## src/rtl/adder_tree_pkg.sv

```systemverilog
// Types shared by the adder-tree input collector and the adder-tree benches:
// collector write-FSM states and the frame-length field width.
package adder_tree_pkg;

    typedef enum logic [0:0] {
        COLL_FILL = 1'b0,
        COLL_WAIT = 1'b1
    } coll_state_e;

    // Width of a field that counts 0..n inclusive.
    function automatic int len_w(input int n);
        return $clog2(n + 1);
    endfunction

endpackage

```

## src/rtl/adder_tree_in_collector.sv

```systemverilog
// Serial-to-parallel collector: packs I_DATA_N serial words (or a shorter
// i_last-terminated frame, zero padded) into one parallel frame for the CSA tree.
module adder_tree_in_collector
    import adder_tree_pkg::*;
#(
    parameter  int I_DATA_W = 3,
    parameter  int I_DATA_N = 8,
    localparam int LEN_W    = len_w(I_DATA_N)
) (
    input  logic                                   clk,
    input  logic                                   rst,
    input  logic [I_DATA_W-1:0]                    i_data,
    input  logic                                   i_valid,
    input  logic                                   i_last,
    output logic                                   o_ready,
    output logic [0:I_DATA_N-1][I_DATA_W-1:0]      o_data,
    output logic [LEN_W-1:0]                       o_len,
    output logic                                   o_valid,
    input  logic                                   i_ready
);

    coll_state_e                              state_q, state_d;
    logic [LEN_W-1:0]                         cnt_q, cnt_d;
    logic [LEN_W-1:0]                         plen_q, plen_d;
    logic [0:I_DATA_N-1][I_DATA_W-1:0]        wbuf_q, wbuf_d;
    logic [0:I_DATA_N-1][I_DATA_W-1:0]        odata_q, odata_d;
    logic [LEN_W-1:0]                         olen_q, olen_d;
    logic                                     ovalid_q, ovalid_d;

    logic                                     accept;
    logic                                     complete;
    logic                                     out_free;
    logic [0:I_DATA_N-1][I_DATA_W-1:0]        wframe;

    // Ready depends only on the state register; reset forces it low in the same cycle.
    assign o_ready  = (state_q == COLL_FILL) && !rst;
    assign accept   = i_valid && o_ready;
    assign complete = accept && ((cnt_q == LEN_W'(I_DATA_N - 1)) || i_last);
    assign out_free = !ovalid_q || i_ready;

    always_comb begin
        state_d  = state_q;
        cnt_d    = cnt_q;
        plen_d   = plen_q;
        wbuf_d   = wbuf_q;
        odata_d  = odata_q;
        olen_d   = olen_q;
        ovalid_d = ovalid_q;

        // Write buffer with this cycle's sample merged in; unwritten slots stay zero
        // because the buffer is cleared whenever a frame leaves it.
        wframe = wbuf_q;
        for (int k = 0; k < I_DATA_N; k++) begin
            if (accept && (cnt_q == LEN_W'(k))) wframe[k] = i_data;
        end

        if (ovalid_q && i_ready) ovalid_d = 1'b0;

        case (state_q)
            COLL_FILL: begin
                if (accept) begin
                    wbuf_d = wframe;
                    cnt_d  = cnt_q + LEN_W'(1);
                    if (complete) begin
                        cnt_d = '0;
                        if (out_free) begin
                            odata_d  = wframe;
                            olen_d   = cnt_q + LEN_W'(1);
                            ovalid_d = 1'b1;
                            wbuf_d   = '0;
                        end else begin
                            state_d = COLL_WAIT;
                            plen_d  = cnt_q + LEN_W'(1);
                        end
                    end
                end
            end
            COLL_WAIT: begin
                // Parked frame moves out the same edge the consumer drains the old one.
                if (i_ready) begin
                    odata_d  = wbuf_q;
                    olen_d   = plen_q;
                    ovalid_d = 1'b1;
                    wbuf_d   = '0;
                    plen_d   = '0;
                    state_d  = COLL_FILL;
                end
            end
            default: state_d = COLL_FILL;
        endcase
    end

    always_ff @(posedge clk) begin
        if (rst) begin
            state_q  <= COLL_FILL;
            cnt_q    <= '0;
            plen_q   <= '0;
            wbuf_q   <= '0;
            odata_q  <= '0;
            olen_q   <= '0;
            ovalid_q <= 1'b0;
        end else begin
            state_q  <= state_d;
            cnt_q    <= cnt_d;
            plen_q   <= plen_d;
            wbuf_q   <= wbuf_d;
            odata_q  <= odata_d;
            olen_q   <= olen_d;
            ovalid_q <= ovalid_d;
        end
    end

    assign o_data  = odata_q;
    assign o_len   = olen_q;
    assign o_valid = ovalid_q;

endmodule
```

## config.mk

```make
export PLATFORM = sky130hd
export DESIGN_NAME = adder_tree_in_collector
export DESIGN_NICKNAME = d
export VERILOG_FILES = /design/src/rtl/adder_tree_pkg.sv /design/src/rtl/adder_tree_in_collector.sv
export SDC_FILE = /design/constraint.sdc
export NUM_CORES = 1
export LEC_CHECK = 0
export CELL_PAD_IN_SITES_DETAIL_PLACEMENT = 0
export CELL_PAD_IN_SITES_GLOBAL_PLACEMENT = 1
export CORE_MARGIN = 4
export CORE_UTILIZATION = 47
export CTS_CLUSTER_SIZE = 8
export DETAILED_ROUTE_END_ITERATION = 6
export GPL_TIMING_DRIVEN = 0
export PLACE_DENSITY_LB_ADDON = 0.2
export RECOVER_POWER = 50
export SYNTH_ARGS = -nofsm -noshare
export SYNTH_HDL_FRONTEND = slang
export SYNTH_SLANG_ARGS = --single-unit
```

## constraint.sdc

```tcl
create_clock -name clk -period 4.4 [get_ports clk]
set_input_delay 1.32 -clock clk [delete_from_list [all_inputs] [get_ports clk]]
set_output_delay 1.32 -clock clk [all_outputs]
set_load 0.02 [all_outputs]
```

# Yosys cells after proc, flatten, opt, wreduce, memory -nomap -nowiden
# Cells that the tools add are included.
[totals] register_bits=62 wordCells=96
[classes] eq_ne=12 n_bitwise=1 reduce_logical=21 mux=40 add_sub_neg=1
[op_table] cell="24-bit two-way mux" n=8
[op_table] cell="24-bit case mux with 2 select lines" n=2
[op_table] cell="4-bit two-way mux" n=9
[op_table] cell="3-bit two-way mux" n=8
[op_table] cell="4-bit by 3-bit == test with 1-bit output, second input constant" n=4
[op_table] cell="4-bit case mux with 2 select lines" n=2
[op_table] cell="1-bit logical AND" n=12
[op_table] cell="2-bit != test, second input constant" n=5
[op_table] cell="1-bit two-way mux" n=9
[op_table] cell="4-bit by 2-bit == test with 1-bit output, second input constant" n=2
[op_table] cell="4-bit AND reduction" n=2
[op_table] cell="4-bit by 1-bit adder with 4-bit output, second input constant" n=1
[op_table] cell="4-bit by 1-bit == test with 1-bit output, second input constant" n=1
[op_table] cell="4-bit logical NOT" n=1
[op_table] cell="1-bit case mux with 2 select lines" n=2
[op_table] cell="2-bit AND reduction" n=2
[op_table] cell="1-bit logical NOT" n=2
[op_table] cell="1-bit logical OR" n=2
[op_table] cell="1-bit NOT" n=1

# Depth between registers and ports, before layout
# Gate-level depths: netlist of the first run.
[depth] ltp_word=9 depth_mapped=6

# Worst setup path after synthesis of the first run
# OpenSTA, ideal clock, no wires.
[synth_path] path_kind="in2out" start="input rst" end="output o_ready" arrival_time_ns=1.981 path_stages=3 path_slack_ns=1.099 cell_sequence="buf_2 > buf_1 > nor2_1"
[synth_via] elab_chain_cells=2
[synth_rtl] element="start, declared" line_no="adder_tree_in_collector.sv:11" rtl="input logic rst,"
[synth_rtl] element="1-bit logical NOT" line_no="adder_tree_in_collector.sv:36" rtl="assign o_ready = (state_q == COLL_FILL) && !rst;"
[synth_rtl] element="1-bit logical AND" line_no="adder_tree_in_collector.sv:36"
[synth_rtl] element="end, declared" line_no="adder_tree_in_collector.sv:15" rtl="output logic o_ready,"
# Every way passes these cells.

# Worst setup path in the final report of the first run
# Ends and elaborated chain as after synthesis.

==> impl_metrics.py, run 1 <==
metrics = {
    "floorplan": {
        "placement_rows": 28,
        "num_io_pins": 38,
        "core-area_um2": 6061,
        "design.die.area_um2": 7709,
        "die_h_um": 87.80,
        "die_x_um": 87.80,
        "initial_core_util": 0.4938,
    },
    "clock_tree": {
        "cts_htree_levels": 3,
        "cts_setup_buffers": 0,
        "cts_hold_buf": 0,
        "clock_sinks": 62,
        "cts.clk_slew.worst_paths_ps": 70,
        "clock-root-buffer": "clkbuf_8",
        "cts-resized-gates": 0,
        "clkLatencyLatePin_ps": 340,
        "numCtsBuffers": 9,
        "cts_buffer_depth": 2,
        "cts_tree": "done",
    },
    "yosys": {
        "synthSimpleGateAreaFrac": 0.1334,
        "ys_ff_latch": 62,
        "synth_top_family_by_area": "compound AO/OA/AOI/OAI gates",
        "seq_area_frac_synth": 0.4147,
        "synth_nets": 288,
        "async_flop_share": 0,
        "synth_mux_area_frac": 0.08361,
        "netlist.area_leader.share": 0.4147,
        "synthAdderAreaFrac": 0.01672,
        "synth_xor_area_frac": 0.005853,
        "synth_compound_area_frac": 0.2814,
        "synth_cells": 276,
        "synth.distinct_cells": 50,
        "synth-edff-count": 0,
        "yosysTopAreaCell": "dfxtp_1",
        "syn_avg_cell_area_um2": 10.84,
        "synth_top_flop_cell": "dfxtp_1",
        "synth_area_leaders": "dfxtp_1, a221oi_2, mux2i_1, a32o_1, nor2_1",
        "yosysWarnings": 0,
        "netlist_area_um2": 2993,
    },
    "power_and_ir_drop": {
        "power_density_nw_per_um2": 350.5,
        "p_total_mw": 1.273,
        "ir_drop_v": 0.0001771,
        "p_leak_nw": 1.358,
    },
    "timing": {
        "whs_ps": 468.1,
        "worstMarginPinSlew_ps": 1040,
        "min_period_over_period": 0.9549,
        "setup_viol": 0,
        "fin_crit_ps": 4202,
        "drv_slew": 0,
        "finalHoldViolCount": 0,
        "max_freq_mhz": 238.0,
        "finClkSkew_ps": 12.23,
        "rsz0062_at_grt": "false",
        "slew_headroom": 0.3059,
    },
    "detailed_routing": {
        "drt_iter0_drc": 164,
        "vias": 2415,
        "wl_per_cell_um": 17.59,
        "dr.pass1.iters": 4,
        "wl_mm": 7.070,
        "drc": 0,
        "ant_nets": 0,
        "via_per_inst": 6.007,
    },
    "placed_design": {
        "dp_hpwl_mm": 5.081,
        "port_buffers": 36,
        "place_congestion": 0.8627,
    },
    "worst_setup_path": {
        "cpPeakStageDelay_ps": 540,
        "rrSetupSlack_ps": 1460,
        "r2r-end": "o_data[4]",
        "r2r_cells": 6,
        "worstSetupPathType": "in2out",
        "startpoint_type": "input pin",
        "path_common_cell": "clkdlybuf4s50_1",
        "required_ps": 3080,
        "worstSetupEndpointType": "primary output",
        "path_max_fanout": 19,
        "reg2reg_from": "cnt_q[0]",
        "path_cells": "clkdlybuf4s50_1, buf_2, nor2_1, clkdlybuf4s50_1",
        "crit_slowest_cell": "clkdlybuf4s50_1",
        "cp.arrival_ps": 2880,
    },
    "global_routing": {
        "grt_max_degree": 20,
        "antenna_found_initial": 0,
        "grt_pass1_wl_mm": 11.68,
        "overflow": 0,
        "grt_pass1_vias": 2305,
        "grt_use_total": 0.1963,
    },
    "final_layout": {
        "nets": 334,
        "drive_gt1_frac": 0.1927,
        "final_common_cell": "dfxtp_1",
        "final_cell_mix": "dfxtp_1, nor2_1, dlygate4sd3_1, mux2i_1, a32o_1",
        "syn_to_final_growth_pct": 21.36,
        "diodes": 0,
    },
    "outcome": {
        "status": "finished clean",
    },
    "worst_hold_path": {
        "min_path_cells": 1,
        "worstHoldPathType": "reg2reg",
        "min-delay-start": "wbuf_q[13]",
        "whs_endpoint": "wbuf_q[13]",
    },
    "run": {
        "maxCapViolCount": 0,
    },
}
[metrics by stage]
stage	cells	util	setup TNS [ps]	setup WS (ps)	cell area, um^2
after floorplan	276	-	0	1099	2993
after global placement	387	0.5687	-147.0	-147.0	3447
after detailed placement	387	0.5687	-153.6	-153.6	3447
after CTS	402	0.6034	0	198.8	3657
after global routing	402	0.5993	0	128.1	3632
final	402	0.5993	0	198.5	3632
[cell type report]
class	instances	area [um^2]
Fill cell	543	2429
Multi-Input combinational cell	180	1534
Sequential cell	62	1241
Timing Repair Buffer	36	360.3
Buffer	27	166.4
Clock buffer	10	127.6
Tap cell	75	93.84
Clock inverter	6	86.33
Inverter	6	22.52
[routing by layer]
metal	global-route usage	wire [um]	vias up
met5	0	0	-
met4	0.09066	74	0
met3	0.03104	311	6
met2	0.2870	3137	61
met1	0.2823	3546	1179
li1	-	-	1169
[state kept, by name, indices dropped and copies added (netlist names)]
register	flops
o_len	4
o_valid	1
wbuf_q	24
plen_q	4
state_q	1
cnt_q	4
o_data	24
[worst max-delay path by stage]
stage | from | endpoint | slack (ps) | cells after the start
floorplan | rst | o_ready | 1100 | 3
global placement | rst | o_ready | -150 | 5
detailed placement | rst | o_ready | -150 | 5
CTS | rst | o_ready | 200 | 4
global route | rst | o_ready | 130 | 4
finish | rst | o_ready | 200 | 4
[worst max-delay path: cells and delay by family]
kind | cells | cell delay [ps]
buffers and inverters | 3 | 1470
AND/OR/NAND/NOR | 1 | 70
[synthesized netlist by cell type (all sizes together) (2+ instances only)]
| master | instances |
|---|---|
| nand2b | 4 |
| o2bb2ai | 4 |
| ha | 4 |
| nor3 | 3 |
| dfxtp | 62 |
| a211oi | 2 |
| a31oi | 3 |
| buf | 17 |
| nand2 | 5 |
| nand3 | 5 |
| mux2i | 25 |
| nor4 | 2 |
| o21ai | 2 |
| or4 | 2 |
| o31ai | 8 |
| a221oi | 24 |
| a32o | 24 |
| inv | 6 |
| nor2b | 2 |
| a21oi | 6 |
| clkbuf | 11 |
| nor2 | 33 |
| and3 | 5 |
[logic make-up (layout without fill, tap and decap cells)]
kind of cell / count (synthesis) / in the layout
AO/OA/AOI/OAI: 81 / 81
XOR/XNOR: 2 / 2
adder cells (fa/ha/maj): 4 / 4
buffers and inverters: 34 / 85
flip-flops: 62 / 62
multiplexers: 25 / 25
AND/OR/NAND/NOR: 68 / 68
[power breakdown]
part           switching [mW]  leakage [nW]  internal, mW
sequential            0.00824         0.503         0.576
combinational          0.0878         0.749        0.0573
clock                   0.226         0.106         0.318
total                   0.322          1.36         0.951
Note: power is estimated with default switching activity, not from simulation.
==> inputs of run 2 (changes only) <==
--- a/config.mk
+++ b/config.mk
@@ -12,6 +12,8 @@
 export CTS_CLUSTER_SIZE = 8
 export DETAILED_ROUTE_END_ITERATION = 6
 export GPL_TIMING_DRIVEN = 0
+export HOLD_SLACK_MARGIN = 0.06
+export MAX_ROUTING_LAYER = met4
 export PLACE_DENSITY_LB_ADDON = 0.2
 export RECOVER_POWER = 50
 export SYNTH_ARGS = -nofsm -noshare
==> run 2 against run 1 <==
Fmax unchanged. First-iteration DRC count fell by 1.2%. Design area unchanged. Via count fell by 0.12%. Die area unchanged. Critical endpoint unchanged. Largest power group unchanged. Highest routed layer unchanged.
==> impl_metrics.py, run 2 (same netlist as run 1, synthesis figures left out) <==
metrics = {
    "outcome": {
        "status": "finished clean",
    },
    "power_and_ir_drop": {
        "power_density_nw_per_um2": 351.0,
        "ir_drop_v": 0.0001771,
        "p_total_mw": 1.275,
        "p_leak_nw": 1.358,
    },
    "detailed_routing": {
        "drc": 0,
        "drt_iter0_drc": 162,
        "ant_nets": 0,
        "vias": 2412,
        "wl_per_cell_um": 17.61,
        "dr.pass1.iters": 4,
        "wl_mm": 7.080,
        "via_per_inst": 6.000,
    },
    "clock_tree": {
        "cts_htree_levels": 3,
        "clock_sinks": 62,
        "cts.clk_slew.worst_paths_ps": 80,
        "clkLatencyLatePin_ps": 340,
        "cts_buffer_depth": 2,
        "numCtsBuffers": 9,
        "cts_tree": "done",
        "clock-root-buffer": "clkbuf_8",
        "cts_setup_buffers": 0,
    },
    "final_layout": {
        "syn_to_final_growth_pct": 21.36,
        "multi_input_area_um2": 1534,
        "register_area_um2": 1241,
        "nets": 334,
        "final_cell_mix": "dfxtp_1, nor2_1, dlygate4sd3_1, mux2i_1, a32o_1",
        "drive_gt1_frac": 0.1927,
        "diodes": 0,
        "final_common_cell": "dfxtp_1",
        "nFillCells": 543,
    },
    "timing": {
        "finalHoldViolCount": 0,
        "fin_crit_ps": 4202,
        "setup_viol": 0,
        "finClkSkew_ps": 14.41,
        "worstMarginPinSlew_ps": 1039,
        "rsz0062_at_grt": "false",
        "drv_slew": 0,
        "setup_ws_ps": 198.5,
        "min_period_over_period": 0.9549,
        "slew_headroom": 0.3064,
        "max_freq_mhz": 238.0,
    },
    "placed_design": {
        "dp_hpwl_mm": 5.081,
        "place_congestion": 0.8766,
        "dpl_worst_slack_ps": -153.6,
        "port_buffers": 36,
    },
    "floorplan": {
        "initial_core_util": 0.4938,
        "num_io_pins": 38,
        "die_h_um": 87.80,
        "design.die.area_um2": 7709,
        "placement_rows": 28,
        "die_x_um": 87.80,
        "core-area_um2": 6061,
    },
    "worst_hold_path": {
        "min-delay-start": "wbuf_q[13]",
        "min_path_cells": 1,
        "worstHoldPathType": "reg2reg",
        "whs_endpoint": "wbuf_q[13]",
    },
    "worst_setup_path": {
        "worstSetupEndpointType": "primary output",
        "startpoint_type": "input pin",
        "cp.arrival_ps": 2880,
        "required_ps": 3080,
        "r2r_cells": 6,
        "rrSetupSlack_ps": 1460,
        "worstSetupPathType": "in2out",
        "reg2reg_from": "cnt_q[0]",
        "path_max_fanout": 19,
        "r2r-end": "o_data[4]",
    },
    "global_routing": {
        "overflow": 0,
        "grt_max_degree": 20,
        "grt_pass1_wl_mm": 11.68,
        "grt_use_total": 0.2025,
        "antenna_found_initial": 0,
        "grt_pass1_vias": 2310,
    },
    "run": {
        "maxCapViolCount": 0,
    },
}
==> run 2: cell counts in the layout (fill, tap and decap cells not counted) <==
Identical to the previous run, type by type.
==> run 2: per-stage QoR <==
stage,hold WS (ps),area (um^2),setup TNS (ps),instances,utilization
floorplan,432.1,2993,0,276,-
global placement,447.9,3447,-147.0,387,0.5687
detailed placement,453.7,3447,-153.6,387,0.5687
CTS,470.1,3657,0,402,0.6034
global route,476.6,3632,0,402,0.5993
finish,468.7,3632,0,402,0.5993
==> run 2: worst max-delay path by stage <==
stage / from / to / cells past startpoint
floorplan: rst / o_ready / 3
global placement: rst / o_ready / 5
detailed placement: rst / o_ready / 5
CTS: rst / o_ready / 4
global route: rst / o_ready / 4
finish: rst / o_ready / 4
==> run 2: metal layers <==
layer	global-route usage	routed length (um)	vias to the layer above
met5	-	0	-
met4	0.09066	74	0
met3	0.03104	319	6
met2	0.2863	3134	62
met1	0.2835	3552	1175
li1	-	-	1169
==> run 2: critical path, cell delays in order <==
cell and delay [ps]:
clkdlybuf4s50_1 540, buf_2 390, nor2_1 70, clkdlybuf4s50_1 540
==> run 2: power breakdown <==
part / internal [mW] / switching (mW)
logic: 0.0573 / 0.0878
clock network: 0.318 / 0.228
registers: 0.576 / 0.00826
==> run 2: final cells by class <==
class | instances | area share
well taps | 75 | 0.02584
multi-input cells | 180 | 0.4223
repair buffers | 36 | 0.09921
plain buffers | 27 | 0.04581
clock inverters | 6 | 0.02377
flip-flops and latches | 62 | 0.3417
clock buffers | 10 | 0.03514
inverters | 6 | 0.006200
==> run 2: timing repair <==
action,in CTS,in global routing
hold buffers,0,0
endpoints found under the setup margin,1,0
resized for setup,0,0
==> inputs of run 3 (changes only) <==
--- a/config.mk
+++ b/config.mk
@@ -7,7 +7,7 @@
 export LEC_CHECK = 0
 export CELL_PAD_IN_SITES_DETAIL_PLACEMENT = 0
 export CELL_PAD_IN_SITES_GLOBAL_PLACEMENT = 1
-export CORE_MARGIN = 4
+export CORE_MARGIN = 1.5
 export CORE_UTILIZATION = 47
 export CTS_CLUSTER_SIZE = 8
 export DETAILED_ROUTE_END_ITERATION = 6
==> run 3 against run 2 <==
Total power shrank 2.0%. Design area shrank 0.17%. Hold slack lost 3.8 ps. Critical path depth is the same. Non-clock buffer count is the same. Global-route usage grew 0.69 points. Sequential power is essentially flat. Critical path type unchanged.
==> impl_metrics.py, run 3 (same netlist as run 1, synthesis figures left out) <==
metrics = {
    "outcome": {
        "status": "finished clean",
    },
    "final_layout": {
        "drive_gt1_frac": 0.1957,
        "fin_cells": 402,
        "multi_input_area_um2": 1534,
        "nFillCells": 526,
        "diodes": 0,
        "nets": 334,
        "fin_area_um2": 3626,
        "final_common_cell": "dfxtp_1",
        "syn_to_final_growth_pct": 21.15,
        "final_cell_mix": "dfxtp_1, nor2_1, dlygate4sd3_1, mux2i_1, a32o_1",
        "fin_util": 0.6017,
        "register_area_um2": 1241,
    },
    "global_routing": {
        "gr-usage-met3": 0.03777,
        "use_met1": 0.3086,
        "grt_use_total": 0.2094,
        "grtUsageMet2": 0.2831,
        "antenna_found_initial": 0,
        "grt_pass1_vias": 2197,
        "grt_pass1_wl_mm": 11.31,
        "grt-busiest-layer": "met1",
        "overflow": 0,
        "grt_max_degree": 20,
    },
    "timing": {
        "fin_crit_ps": 4259,
        "finClkSkew_ps": 9.763,
        "whs_ps": 464.9,
        "slew_headroom": 0.3422,
        "min_period_over_period": 0.9679,
        "setup_viol": 0,
        "finalHoldViolCount": 0,
        "drv_slew": 0,
        "rsz0062_at_grt": "false",
        "worstMarginPinSlew_ps": 985.7,
        "max_freq_mhz": 234.8,
    },
    "clock_tree": {
        "clock-root-buffer": "clkbuf_8",
        "clock_sinks": 62,
        "cts-resized-gates": 0,
        "clkLatencyLatePin_ps": 340,
        "cts_setup_buffers": 0,
        "cts.clk_slew.worst_paths_ps": 70,
        "cts_htree_levels": 3,
        "numCtsBuffers": 9,
        "cts_tree": "done",
        "cts_buffer_depth": 2,
        "cts_hold_buf": 0,
    },
    "detailed_routing": {
        "drt_iter0_drc": 187,
        "drc": 0,
        "wl_mm": 6.808,
        "dr.pass1.iters": 4,
        "wl_per_cell_um": 16.94,
        "via_per_inst": 5.925,
        "vias": 2382,
        "ant_nets": 0,
    },
    "worst_setup_path": {
        "crit_slowest_cell": "dlygate4sd3_1",
        "worstSetupPathType": "in2out",
        "path_cells": "dlygate4sd3_1, buf_2, nor2_1, clkdlybuf4s50_1",
        "critPathLaunch": "rst",
        "worstSetupEndpointType": "primary output",
        "cpPeakStageDelay_ps": 610,
        "path_max_fanout": 19,
        "reg2reg_from": "cnt_q[0]",
        "startpoint_type": "input pin",
        "cp.arrival_ps": 2940,
        "required_ps": 3080,
    },
    "floorplan": {
        "num_io_pins": 38,
        "die_h_um": 82.80,
        "placement_rows": 28,
        "design.die.area_um2": 6856,
        "initial_core_util": 0.4967,
        "die_x_um": 82.80,
        "core-area_um2": 6026,
    },
    "power_and_ir_drop": {
        "p_sw_frac": 0.2590,
        "p_leak_nw": 1.357,
        "ir_drop_v": 0.0002127,
        "power_frac_seq": 0.468,
        "p_total_mw": 1.249,
        "internal_power_mw": 0.9255,
        "combPwrFrac": 0.115,
        "clkPwrFrac": 0.417,
        "power_density_nw_per_um2": 344.5,
        "switchingPower_mw": 0.3235,
    },
    "placed_design": {
        "place_congestion": 0.8127,
        "port_buffers": 36,
        "placed_area_um2": 3447,
        "dp_hpwl_mm": 4.880,
        "dp.cells": 387,
    },
    "worst_hold_path": {
        "worstHoldPathType": "reg2reg",
        "min-delay-start": "plen_q[3]",
    },
    "run": {
        "maxCapViolCount": 0,
    },
}
## run 3: path summary, 6_finish.rpt
path	end	slack, ps	cells past startpoint
setup / recovery	o_ready	140	4
hold / removal	plen_q[3]	460	1
setup reg to reg	o_data[23]	1540	6
hold reg to reg	plen_q[3]	460	1
## run 3: critical path, delay by kind of cell
kind          cells  cell delay [ps]
buf+inv           3             1540
simple gates      1               70
## run 3: metal layers
| layer | vias to the layer above | part of all wire |
|---|---|---|
| li1 | 1172 | - |
| met1 | 1134 | 0.52 |
| met2 | 66 | 0.42 |
| met3 | 10 | 0.045 |
| met4 | 0 | 0.017 |
| met5 | - | 0 |
## run 3: stage by stage
stage / setup WS, ps / TNS, ps
after global routing: 73.82 / 0
after floorplan: 1099 / 0
after detailed placement: -133.4 / -133.4
final: 141.1 / 0
after global placement: -131.6 / -131.6
after CTS: 217.6 / 0
## run 3: cell type report
class / count / share of cell area
plain buffers: 27 / 0.04589
clock buffers: 11 / 0.04175
clock inverters: 5 / 0.01553
inverters: 6 / 0.006211
multi-input cells: 180 / 0.4230
flip-flops and latches: 62 / 0.3423
well taps: 75 / 0.02588
repair buffers: 36 / 0.09938
## run 3: power groups by stage
stage / logic (mW) / clock network, mW / registers (mW)
4_1_cts: 0.151 / 0.529 / 0.585
3_3_place_gp: 0.150 / 0 / 0.597
5_1_grt: 0.155 / 0.556 / 0.586
2_1_floorplan: 0.0799 / 0 / 0.613
3_5_place_dp: 0.151 / 0 / 0.598
6_report: 0.144 / 0.521 / 0.584
==> RTL change, RTL diff (flow settings as in run 2) <==
`I_DATA_W`: 3 -> 2.
--- a/src/rtl/adder_tree_in_collector.sv
+++ b/src/rtl/adder_tree_in_collector.sv
@@ -3,7 +3,7 @@
 module adder_tree_in_collector
     import adder_tree_pkg::*;
 #(
-    parameter  int I_DATA_W = 3,
+    parameter  int I_DATA_W = 2,
     parameter  int I_DATA_N = 8,
     localparam int LEN_W    = len_w(I_DATA_N)
 ) (
Ports: changed (resized i_data and o_data); port bits go from 38 to 29. No check against the original RTL was run, so the function may have changed too.
==> RTL change against run 2 <==
- global-route usage is 0.60 points lower
- routed wire length decreased by 24%
- critical path depth is 1 lower
- die area is 25% lower
- largest power group unchanged
- setup slack better by 0.15 ns
- combinational power down 35%
- sequential cell count down 16
- power decreased by 38%
- synthesized area fell by 27%
- clock skew shrank 0.010 ns
- final area shrank 30%
- non-clock buffer count is 23 lower
- largest cell class unchanged
==> RTL change: results (changes against run 2) <==
{| class="wikitable"
! Metric !! Value
|-
| Post-Syn Nets || 248 (-14%)
|-
| Outcome || finished clean
|-
| Adder and majority cell fraction of the synthesized area || 2.298% (+0.63 points)
|-
| Cts bufs inserted || 5 (-4)
|-
| Fraction of final layout cells with drive strength greater than 1 || 8.148% (-11 points)
|-
| Fillcell total || 433 (-20%)
|-
| Prevailing post-synth register cell || sky130_fd_sc_hd__dfxtp_1
|-
| Startpoint of the tightest hold check path || wbuf_q[15]
|-
| Worst slew margin relative to its limit || 38.53% (+7.9 points)
|-
| Max H-tree Level || 2 (-1)
|-
| WL/cell || 16.69 µm (-5.3%)
|-
| Post-synthesis compound-gate area fraction || 21.88% (-6.3 points)
|-
| Signal arrival time at the worst endpoint || 2.73 ns (-0.15 ns)
|-
| Number of different library cells in the post-synthesis netlist || 44 (-12%)
|-
| Global-route wire length before repair || 9059 µm (-22%)
|-
| Peak VDD IR || 0.0001530 V (-14%)
|-
| Mux share of post-synthesis cell area || 7.812% (-0.55 points)
|-
| Xor/xnor share of the synthesized area || 0.8041% (+0.22 points)
|-
| Ranking of synthesized cells by instance count || sky130_fd_sc_hd__dfxtp_1, sky130_fd_sc_hd__nor2_1, sky130_fd_sc_hd__mux2i_1
|-
| Cell types with the largest area share after synthesis || sky130_fd_sc_hd__dfxtp_1, sky130_fd_sc_hd__mux2i_1, sky130_fd_sc_hd__a221oi_2
|-
| PortBufs || 25 (-31%)
|-
| Gp weighted congestion || 0.8617 (-1.7%)
|-
| Global-route total usage across every layer || 19.65% (-0.60 points)
|-
| Fin Clk Skew || 0.004353 ns (-0.01006 ns)
|-
| Sequential-to-total area share from yosys stat || 42.27% (+0.80 points)
|-
| Via count of the first global-routing pass || 1804 (-22%)
|-
| Vias per std cell || 5.658 (-5.7%)
|-
| Reported net switching power || 203.1 µW (-37%)
|-
| Critical Path Fanout Max || 5 (-14)
|-
| Worst slack at placement || 0.4236 ns (+0.5772 ns)
|-
| HPWL Detailed || 3993 µm (-21%)
|}
==> RTL change: cell count changes in the layout (fill, tap and decap cells not counted), moves of 10 or more <==
| cell | before | now |
|---|---|---|
| sky130_fd_sc_hd__dfxtp_1 | 62 | 46 |
| sky130_fd_sc_hd__a221oi_2 | 19 | 7 |
| sky130_fd_sc_hd__a32o_1 | 24 | 0 |
| sky130_fd_sc_hd__o21ai_0 | 2 | 12 |
| sky130_fd_sc_hd__nand2_1 | 5 | 17 |
==> RTL change: per-stage QoR <==
stage | cells | area [µm²] | hold slack, ns | total power, µW
final | 322 | 2540 | 0.4583 | 793.0
after global routing | 322 | 2540 | 0.4854 | 828.8
after CTS | 322 | 2585 | 0.4602 | 811.8
after detailed placement | 314 | 2494 | 0.4438 | 545.1
after global placement | 314 | 2494 | 0.4335 | 544.2
after floorplan | 237 | 2178 | 0.4244 | 505.8
==> RTL change: final timing paths <==
check,end,slack (ns),depth (start not counted)
setup / recovery,o_ready,0.35,3
hold reg to reg,wbuf_q[15],0.46,2
hold / removal,wbuf_q[15],0.46,2
setup reg to reg,o_data[6],1.47,7
==> RTL change: layout make-up <==
type,count,area [µm²],share of cell area [%]
clock buffer,7,86.33,3.399
clock inverter,1,5.005,0.1970
timing repair buffer,25,250.2,9.852
inverter,11,41.29,1.626
tap,52,65.06,2.562
sequential,46,920.9,36.26
buffer,15,71.32,2.808
multi-input combinational,165,1100,43.30
==> RTL change: power by group through the flow <==
stage / registers [µW] / clock network, µW / logic (µW)
global route: 435 / 291 / 102
global placement: 444 / 0 / 100
detailed placement: 444 / 0 / 101
floorplan: 454 / 0 / 51.9
finish: 433 / 265 / 94.2
CTS: 434 / 276 / 102
==> RTL change: routing by layer <==
layer	vias up	share of wire [%]	GRT usage (%)
met5	-	0	-
met4	0	1.3	6.294
met3	6	3.1	4.255
met2	27	49	32.53
met1	867	46	23.77
li1	922	-	-
==> RTL change: cells by family (layout without fill, tap and decap cells) <==
| logic type | after synthesis | after routing |
|---|---|---|
| fa+ha+maj | 4 | 4 |
| simple gates | 81 | 81 |
| compound gates | 61 | 61 |
| flops | 46 | 46 |
| xor+xnor | 2 | 2 |
| buf+inv | 26 | 59 |
| mux | 17 | 17 |
==> RTL change: worst max-delay path: stages <==
cell and delay [ns]:
sky130_fd_sc_hd__dlygate4sd3_1 0.62, sky130_fd_sc_hd__nor2_1 0.17, sky130_fd_sc_hd__clkdlybuf4s50_1 0.63
